[src/rtl/glycemic_pkg.sv]
// -----------------------------------------------------------------------------
// glycemic_pkg
// Shared definitions for the glycemic index monitor:
//   - alarm_state_t : alarm state machine encoding (NORMAL, HIGH, LOW)
//   - DEF_*         : default parameter values for the monitor
//   - extract_index : picks the index bits out of a window sum
// -----------------------------------------------------------------------------
package glycemic_pkg;

   typedef enum logic [1:0] {
      NORMAL = 2'd0,
      HIGH   = 2'd1,
      LOW    = 2'd2
   } alarm_state_t;

   localparam int DEF_SENSOR_W  = 8;
   localparam int DEF_INDEX_W   = 4;
   localparam int DEF_LOG_DEPTH = 2;
   localparam int DEF_HIGH_TH   = 12;
   localparam int DEF_LOW_TH    = 3;
   localparam int DEF_HYST      = 2;
   localparam int DEF_PERSIST   = 3;

   // The average is sum >> log_depth (sensor_w bits wide) and the index is the
   // top index_w bits of that average, so both shifts fold into one. The sum
   // never exceeds 2^(sensor_w+log_depth)-1, so the result fits index_w bits.
   function automatic logic [31:0] extract_index(input logic [31:0] sum,
                                                 input int          sensor_w,
                                                 input int          index_w,
                                                 input int          log_depth);
      return sum >> (log_depth + sensor_w - index_w);
   endfunction

endpackage

[src/rtl/gi_window_avg.sv]
// -----------------------------------------------------------------------------
// gi_window_avg
// Sliding-window moving average over the last 2^LOG_DEPTH accepted samples,
// producing a registered index and a one-cycle valid pulse once the window
// holds a full set of samples.
// Ports:
//   clk, rst_n    clock (rising edge), asynchronous active-low reset
//   flush         synchronous clear of window, sum, pointer, fill and index
//   sample_valid  sample carries a new value this cycle
//   sample        raw sensor sample (SENSOR_W)
//   index         registered index of the window average (INDEX_W)
//   index_valid   one-cycle pulse when index was updated from a full window
// -----------------------------------------------------------------------------
module gi_window_avg
   import glycemic_pkg::*;
#(
   parameter int SENSOR_W  = DEF_SENSOR_W,
   parameter int INDEX_W   = DEF_INDEX_W,
   parameter int LOG_DEPTH = DEF_LOG_DEPTH
) (
   input  logic                clk,
   input  logic                rst_n,
   input  logic                flush,
   input  logic                sample_valid,
   input  logic [SENSOR_W-1:0] sample,
   output logic [INDEX_W-1:0]  index,
   output logic                index_valid
);

   localparam int DEPTH = 1 << LOG_DEPTH;
   localparam int SUM_W = SENSOR_W + LOG_DEPTH;
   localparam logic [LOG_DEPTH:0] FILL_FULL = {1'b1, {LOG_DEPTH{1'b0}}};

   logic [SENSOR_W-1:0]  win_rd [DEPTH];
   logic [SENSOR_W-1:0]  evicted;
   logic [LOG_DEPTH-1:0] wr_ptr_q, wr_ptr_d;
   logic [LOG_DEPTH:0]   fill_q, fill_d;
   logic [SUM_W-1:0]     sum_q, sum_d;
   logic [INDEX_W-1:0]   index_q, index_d;
   logic                 index_valid_q, index_valid_d;

   // Window cells. They are cleared on reset/flush so that the entry being
   // evicted reads as zero until the window has filled once.
   for (genvar gi = 0; gi < DEPTH; gi++) begin : g_win
      logic [SENSOR_W-1:0] cell_q, cell_d;

      always_comb begin
         cell_d = cell_q;
         if (flush) begin
            cell_d = '0;
         end else if (sample_valid && (wr_ptr_q == LOG_DEPTH'(gi))) begin
            cell_d = sample;
         end
      end

      always_ff @(posedge clk or negedge rst_n) begin
         if (!rst_n) begin
            cell_q <= '0;
         end else begin
            cell_q <= cell_d;
         end
      end

      assign win_rd[gi] = cell_q;
   end

   always_comb begin
      wr_ptr_d      = wr_ptr_q;
      fill_d        = fill_q;
      sum_d         = sum_q;
      index_d       = index_q;
      index_valid_d = 1'b0;
      evicted       = win_rd[wr_ptr_q];

      if (flush) begin
         // flush takes priority; a sample presented in the same cycle is lost
         wr_ptr_d = '0;
         fill_d   = '0;
         sum_d    = '0;
         index_d  = '0;
      end else if (sample_valid) begin
         sum_d    = sum_q + SUM_W'(sample) - SUM_W'(evicted);
         wr_ptr_d = wr_ptr_q + LOG_DEPTH'(1);
         if (fill_q != FILL_FULL) begin
            fill_d = fill_q + (LOG_DEPTH+1)'(1);
         end
         // index only tracks averages of a complete window
         if (fill_d == FILL_FULL) begin
            index_d       = INDEX_W'(extract_index(32'(sum_d), SENSOR_W, INDEX_W, LOG_DEPTH));
            index_valid_d = 1'b1;
         end
      end
   end

   always_ff @(posedge clk or negedge rst_n) begin
      if (!rst_n) begin
         wr_ptr_q      <= '0;
         fill_q        <= '0;
         sum_q         <= '0;
         index_q       <= '0;
         index_valid_q <= 1'b0;
      end else begin
         wr_ptr_q      <= wr_ptr_d;
         fill_q        <= fill_d;
         sum_q         <= sum_d;
         index_q       <= index_d;
         index_valid_q <= index_valid_d;
      end
   end

   assign index       = index_q;
   assign index_valid = index_valid_q;

endmodule

[src/rtl/glycemic_index_monitor.sv]
// -----------------------------------------------------------------------------
// glycemic_index_monitor
// Moving-average glycemic index over a stream of blood-sensor samples, with a
// high/low alarm state machine using persistence filtering and hysteresis.
// Ports:
//   clk, rst_n     clock (rising edge), asynchronous active-low reset
//   flush          synchronous clear of window, index and alarm state
//   sampleValid    bloodSensor carries a new sample this cycle
//   bloodSensor    raw sensor sample (SENSOR_W)
//   glycemicIndex  registered index of the current window average (INDEX_W)
//   indexValid     one-cycle pulse: glycemicIndex updated from a full window
//   alarmHigh      high alarm active
//   alarmLow       low alarm active
// -----------------------------------------------------------------------------
module glycemic_index_monitor
   import glycemic_pkg::*;
#(
   parameter int SENSOR_W  = DEF_SENSOR_W,
   parameter int INDEX_W   = DEF_INDEX_W,
   parameter int LOG_DEPTH = DEF_LOG_DEPTH,
   parameter int HIGH_TH   = DEF_HIGH_TH,
   parameter int LOW_TH    = DEF_LOW_TH,
   parameter int HYST      = DEF_HYST,
   parameter int PERSIST   = DEF_PERSIST
) (
   input  logic                clk,
   input  logic                rst_n,
   input  logic                flush,
   input  logic                sampleValid,
   input  logic [SENSOR_W-1:0] bloodSensor,
   output logic [INDEX_W-1:0]  glycemicIndex,
   output logic                indexValid,
   output logic                alarmHigh,
   output logic                alarmLow
);

   localparam int IDX_MAX = (1 << INDEX_W) - 1;

   if (!(LOW_TH < HIGH_TH) || !(HYST <= HIGH_TH) || !(LOW_TH + HYST <= IDX_MAX) ||
       !(HIGH_TH <= IDX_MAX) || !(PERSIST >= 1) || !(INDEX_W <= SENSOR_W)) begin : g_bad_params
      $error("glycemic_index_monitor: illegal parameter combination");
   end

   localparam int CNT_W = $clog2(PERSIST + 1);
   localparam logic [CNT_W-1:0]   PERSIST_C = CNT_W'(PERSIST);
   localparam logic [INDEX_W-1:0] HIGH_SET  = INDEX_W'(HIGH_TH);
   localparam logic [INDEX_W-1:0] LOW_SET   = INDEX_W'(LOW_TH);
   localparam logic [INDEX_W-1:0] HIGH_REL  = INDEX_W'(HIGH_TH - HYST);
   localparam logic [INDEX_W-1:0] LOW_REL   = INDEX_W'(LOW_TH + HYST);

   logic [INDEX_W-1:0] idx;
   logic               idx_valid;

   alarm_state_t     state_q, state_d;
   logic [CNT_W-1:0] hi_cnt_q, hi_cnt_d;
   logic [CNT_W-1:0] lo_cnt_q, lo_cnt_d;
   logic             alarm_high_q, alarm_high_d;
   logic             alarm_low_q, alarm_low_d;

   gi_window_avg #(
      .SENSOR_W  (SENSOR_W),
      .INDEX_W   (INDEX_W),
      .LOG_DEPTH (LOG_DEPTH)
   ) u_window (
      .clk          (clk),
      .rst_n        (rst_n),
      .flush        (flush),
      .sample_valid (sampleValid),
      .sample       (bloodSensor),
      .index        (idx),
      .index_valid  (idx_valid)
   );

   // The FSM consumes the registered index, so alarms trail the sample by two
   // edges. It only advances on cycles carrying a fresh full-window index.
   always_comb begin
      state_d  = state_q;
      hi_cnt_d = hi_cnt_q;
      lo_cnt_d = lo_cnt_q;

      if (flush) begin
         state_d  = NORMAL;
         hi_cnt_d = '0;
         lo_cnt_d = '0;
      end else if (idx_valid) begin
         unique case (state_q)
            NORMAL: begin
               if (idx >= HIGH_SET) begin
                  hi_cnt_d = (hi_cnt_q == PERSIST_C) ? hi_cnt_q : hi_cnt_q + CNT_W'(1);
               end else begin
                  hi_cnt_d = '0;
               end
               if (idx <= LOW_SET) begin
                  lo_cnt_d = (lo_cnt_q == PERSIST_C) ? lo_cnt_q : lo_cnt_q + CNT_W'(1);
               end else begin
                  lo_cnt_d = '0;
               end
               if (hi_cnt_d == PERSIST_C) begin
                  state_d  = HIGH;
                  hi_cnt_d = '0;
                  lo_cnt_d = '0;
               end else if (lo_cnt_d == PERSIST_C) begin
                  state_d  = LOW;
                  hi_cnt_d = '0;
                  lo_cnt_d = '0;
               end
            end
            // Counters are already zero in the alarm states (cleared on entry).
            HIGH: begin
               if (idx <= HIGH_REL) state_d = NORMAL;
            end
            LOW: begin
               if (idx >= LOW_REL) state_d = NORMAL;
            end
            default: begin
               state_d  = NORMAL;
               hi_cnt_d = '0;
               lo_cnt_d = '0;
            end
         endcase
      end

      alarm_high_d = (state_d == HIGH);
      alarm_low_d  = (state_d == LOW);
   end

   always_ff @(posedge clk or negedge rst_n) begin
      if (!rst_n) begin
         state_q      <= NORMAL;
         hi_cnt_q     <= '0;
         lo_cnt_q     <= '0;
         alarm_high_q <= 1'b0;
         alarm_low_q  <= 1'b0;
      end else begin
         state_q      <= state_d;
         hi_cnt_q     <= hi_cnt_d;
         lo_cnt_q     <= lo_cnt_d;
         alarm_high_q <= alarm_high_d;
         alarm_low_q  <= alarm_low_d;
      end
   end

   assign glycemicIndex = idx;
   assign indexValid    = idx_valid;
   assign alarmHigh     = alarm_high_q;
   assign alarmLow      = alarm_low_q;

endmodule

[config.mk]
export PLATFORM = sky130hd
export DESIGN_NAME = glycemic_index_monitor
export DESIGN_NICKNAME = d
export VERILOG_FILES = /design/src/rtl/glycemic_pkg.sv /design/src/rtl/gi_window_avg.sv /design/src/rtl/glycemic_index_monitor.sv
export SDC_FILE = /design/constraint.sdc
export NUM_CORES = 1
export LEC_CHECK = 0
export ABC_AREA = 1
export CORE_UTILIZATION = 30
export DETAILED_ROUTE_END_ITERATION = 16
export PLACE_DENSITY = 0.44
export RECOVER_POWER = 100
export SYNTH_ARGS = -nofsm -noshare
export SYNTH_HDL_FRONTEND = slang
export SYNTH_SLANG_ARGS = --single-unit
export TNS_END_PERCENT = 20
[constraint.sdc]
create_clock -name clk -period 2.65 [get_ports clk]
set_input_delay 0.795 -clock clk [delete_from_list [all_inputs] [get_ports clk]]
set_output_delay 0.795 -clock clk [all_outputs]
set_load 0.02 [all_outputs]
==> reports/qor.csv <==
metric,value,unit
antennaDiodeCount,0,
clk_latency,330,ps
synth_nets,447,
switchingPower,1780,uW
holdPathStages,2,
ant_nets,0,
ir_drop,0.000389,V
timing.final.max_slew_violations,61,
die_x,112,um
final_util,0.422,
cp_max_fo,3,
ff2ff_path_depth,14,
num_rows,39,
power_frac_clock,0.297,
gr-usage-all-layers,0.153,
initial_core_util,0.313,
violations,"DRC, capacitance limit, slew limit",
avgViaCountPerCell,4.70,
cp_slowest_cell,fa_1,
critical_path_required,2860,ps
synth_edf_count,0,
htree_levels,3,
async_flop_share,1.00,
synth.distinct_cells,35,
setup_viol,0,
numCtsBuffers,9,
drcViolationCount,2,
cpMostUsedCell,nand3_4,
cap_violations,1,
antenna_found_initial,0,
post-route-period-util,0.966,
cts_tree,yes,
wl,8.64,mm
synth-seq-cells,60,
worstPathCellList,clkdlybuf4s50_1 -> inv_1 -> fa_1 -> inv_2 -> ha_4 -> nand3_4 -> nand3_4 -> a21oi_2 -> or2_1 -> nand3_1 -> o21ai_1,
dieArea,12500,um^2
grt_overflow,0,
maxSlewHeadroom,-0.0642,
status,finished with violations,
p_seq_frac,0.236,
power,4960,uW
die_h,112,um
worst_setup_path_start_kind,input pin,
grt_max_degree,61,
power_frac_comb,0.467,
clock_skew,6.18,ps
grt_pass1_wl,14.8,mm
stdcell_area,4880,um^2
intPower,3180,uW
synth-main-ff-cell,dfrtp_1,
core,11600,um^2
synth_warnings,0,
tns,0,ps
firstDrtPassIters,10,
clk_pin_slew,50,ps
crit_path_end_kind,flop,
period_minus_slack,2560,ps
cts.path.max_buffers,2,
root_buffer,clkbuf_16,
dpl.hpwl,6.00,mm
dr.first_iter.drc_count,85,
io_pins,19,
switching_share,0.359,
final-seq-area,1500,um^2
critPathKind,input pin to flop,
final.fill_count,1140,
syn_inst,407,
worstMarginPinSlew,1600,ps
finalHoldViolCount,0,
layout-drive-gt1-share,0.345,
vias,2867,
area_growth,35.0,%
hp-class,flop to flop,
postCtsHoldBufs,0,
syn-mean-instance-area,8.89,um^2
leakagePower,0.00238,uW
netlist_area,3620,um^2
grt_pass1_vias,2889,
ys_seq_area_frac,0.415,
critPathMaxStageDelay,520,ps
p_per_area,1020,nW/um^2
multi_input_area,2130,um^2
max_freq,391,MHz
rsz0062_at_grt,true,
numClockSinks,60,
port_buffers,18,
wl_per_cell,14.2,um
final_nets,502,
place_congestion,0.777,
arrival,2770,ps
place_area,4150,um^2
[kinds of logic (layout without fill, tap and decap cells)]
| group | count (synthesis) | in the layout | synth area share |
|---|---|---|---|
| AND/OR/NAND/NOR | 150 | 150 | 0.181 |
| buffers and inverters | 77 | 137 | 0.0847 |
| flip-flops | 60 | 60 | 0.415 |
| AO/OA/AOI/OAI | 56 | 56 | 0.0885 |
| multiplexers | 32 | 32 | 0.108 |
| adder cells (fa/ha/maj) | 28 | 28 | 0.113 |
| XOR/XNOR | 4 | 4 | 0.00968 |
[placed cells by master (no fill, tap or decap), drive strengths merged]
cell type and n:
nand2 84, inv 69, dfrtp 60, nor2 40, mux2 32, o21ai 32
buf 31, ha 20, nand3 17, clkdlybuf4s50 15, o22ai 14, clkbuf 11
fa 8, a21oi 7, nand4 5, bufinv 4, clkinvlp 3, nor3 3
clkinv 2, xor2 2, xnor2 2, dlymetal6s2s 2, a21boi 1, o21bai 1
or2 1, o211ai 1
[layer usage]
layer,GRT usage,up-vias,part of all wire
met1,0.205,1399,0.49
met5,0,-,0
met3,0.0343,9,0.032
li1,-,1421,-
met4,0.0532,0,0.012
met2,0.241,38,0.46
[cells in the mapped netlist (8+ instances only)]
cell	number	area [um^2]
mux2_2	24	270
fa_1	8	160
nand3_1	15	75.1
dfrtp_1	60	1500
ha_1	20	250
nand2_1	79	297
o22ai_1	14	87.6
inv_1	66	248
o21ai_0	24	120
nor2_1	38	143
mux2_4	8	120
[area by class of cell]
cell class / count / area share
Multi-Input combinational cell: 270 / 0.435
Clock inverter: 6 / 0.0277
Inverter: 72 / 0.0571
Clock buffer: 10 / 0.0489
Timing Repair Buffer: 49 / 0.0871
Tap cell: 143 / 0.0366
Sequential cell: 60 / 0.307
[final timing paths]
kind | startpoint | endpoint | slack, ps
hold reg to reg | u_window.sum_q[6] | u_window.sum_q[6] | 490
max in group asynchronous | rst_n | state_q[0] | 750
setup / recovery | bloodSensor[1] | u_window.sum_q[5] | 90
hold / removal | u_window.sum_q[6] | u_window.sum_q[6] | 490
setup reg to reg | u_window.wr_ptr_q[1] | u_window.sum_q[8] | 140
min in group asynchronous | rst_n | u_window.sum_q[2] | 960
[power by group through the flow]
stage,clock network (uW),registers (uW),logic (uW)
finish,1480,1170,2320
global route,1560,1190,2560
CTS,1510,1170,1850
detailed placement,0,1180,1620
global placement,0,1180,1600
floorplan,0,1190,1050
[worst max-delay path: cells and delay by family]
family / cells / cell delay [ps]
adders and majority gates: 2 / 810
buffers and inverters: 3 / 570
and+or+nand+nor: 4 / 440
AOI/OAI and AO/OA: 2 / 150
[timing repair]
action,CTS,global route
resized for setup,17,77
setup endpoints to repair,10,11
setup buffers,0,4
pin swaps,4,44
cloned,0,0
[through the flow]
stage / setup WS, ps / std cells / hold slack [ps]
floorplan: 148 / 407 / 453
global placement: -447 / 590 / 483
detailed placement: -492 / 590 / 490
CTS: 4.83 / 606 / 489
global route: -38.9 / 610 / 513
finish: 90.7 / 610 / 489
[sequential cells by signal, summed over array words and instances, names as in the netlist]
signal / cells
u_window.fill_q: 3
lo_cnt_q: 2
u_window.wr_ptr_q: 2
u_window.index_valid: 1
alarmHigh: 1
u_window.index: 4
u_window.g_win.cell_q: 32
alarmLow: 1
state_q: 2
u_window.sum_q: 10
hi_cnt_q: 2
(Power assumes the default switching activity.)
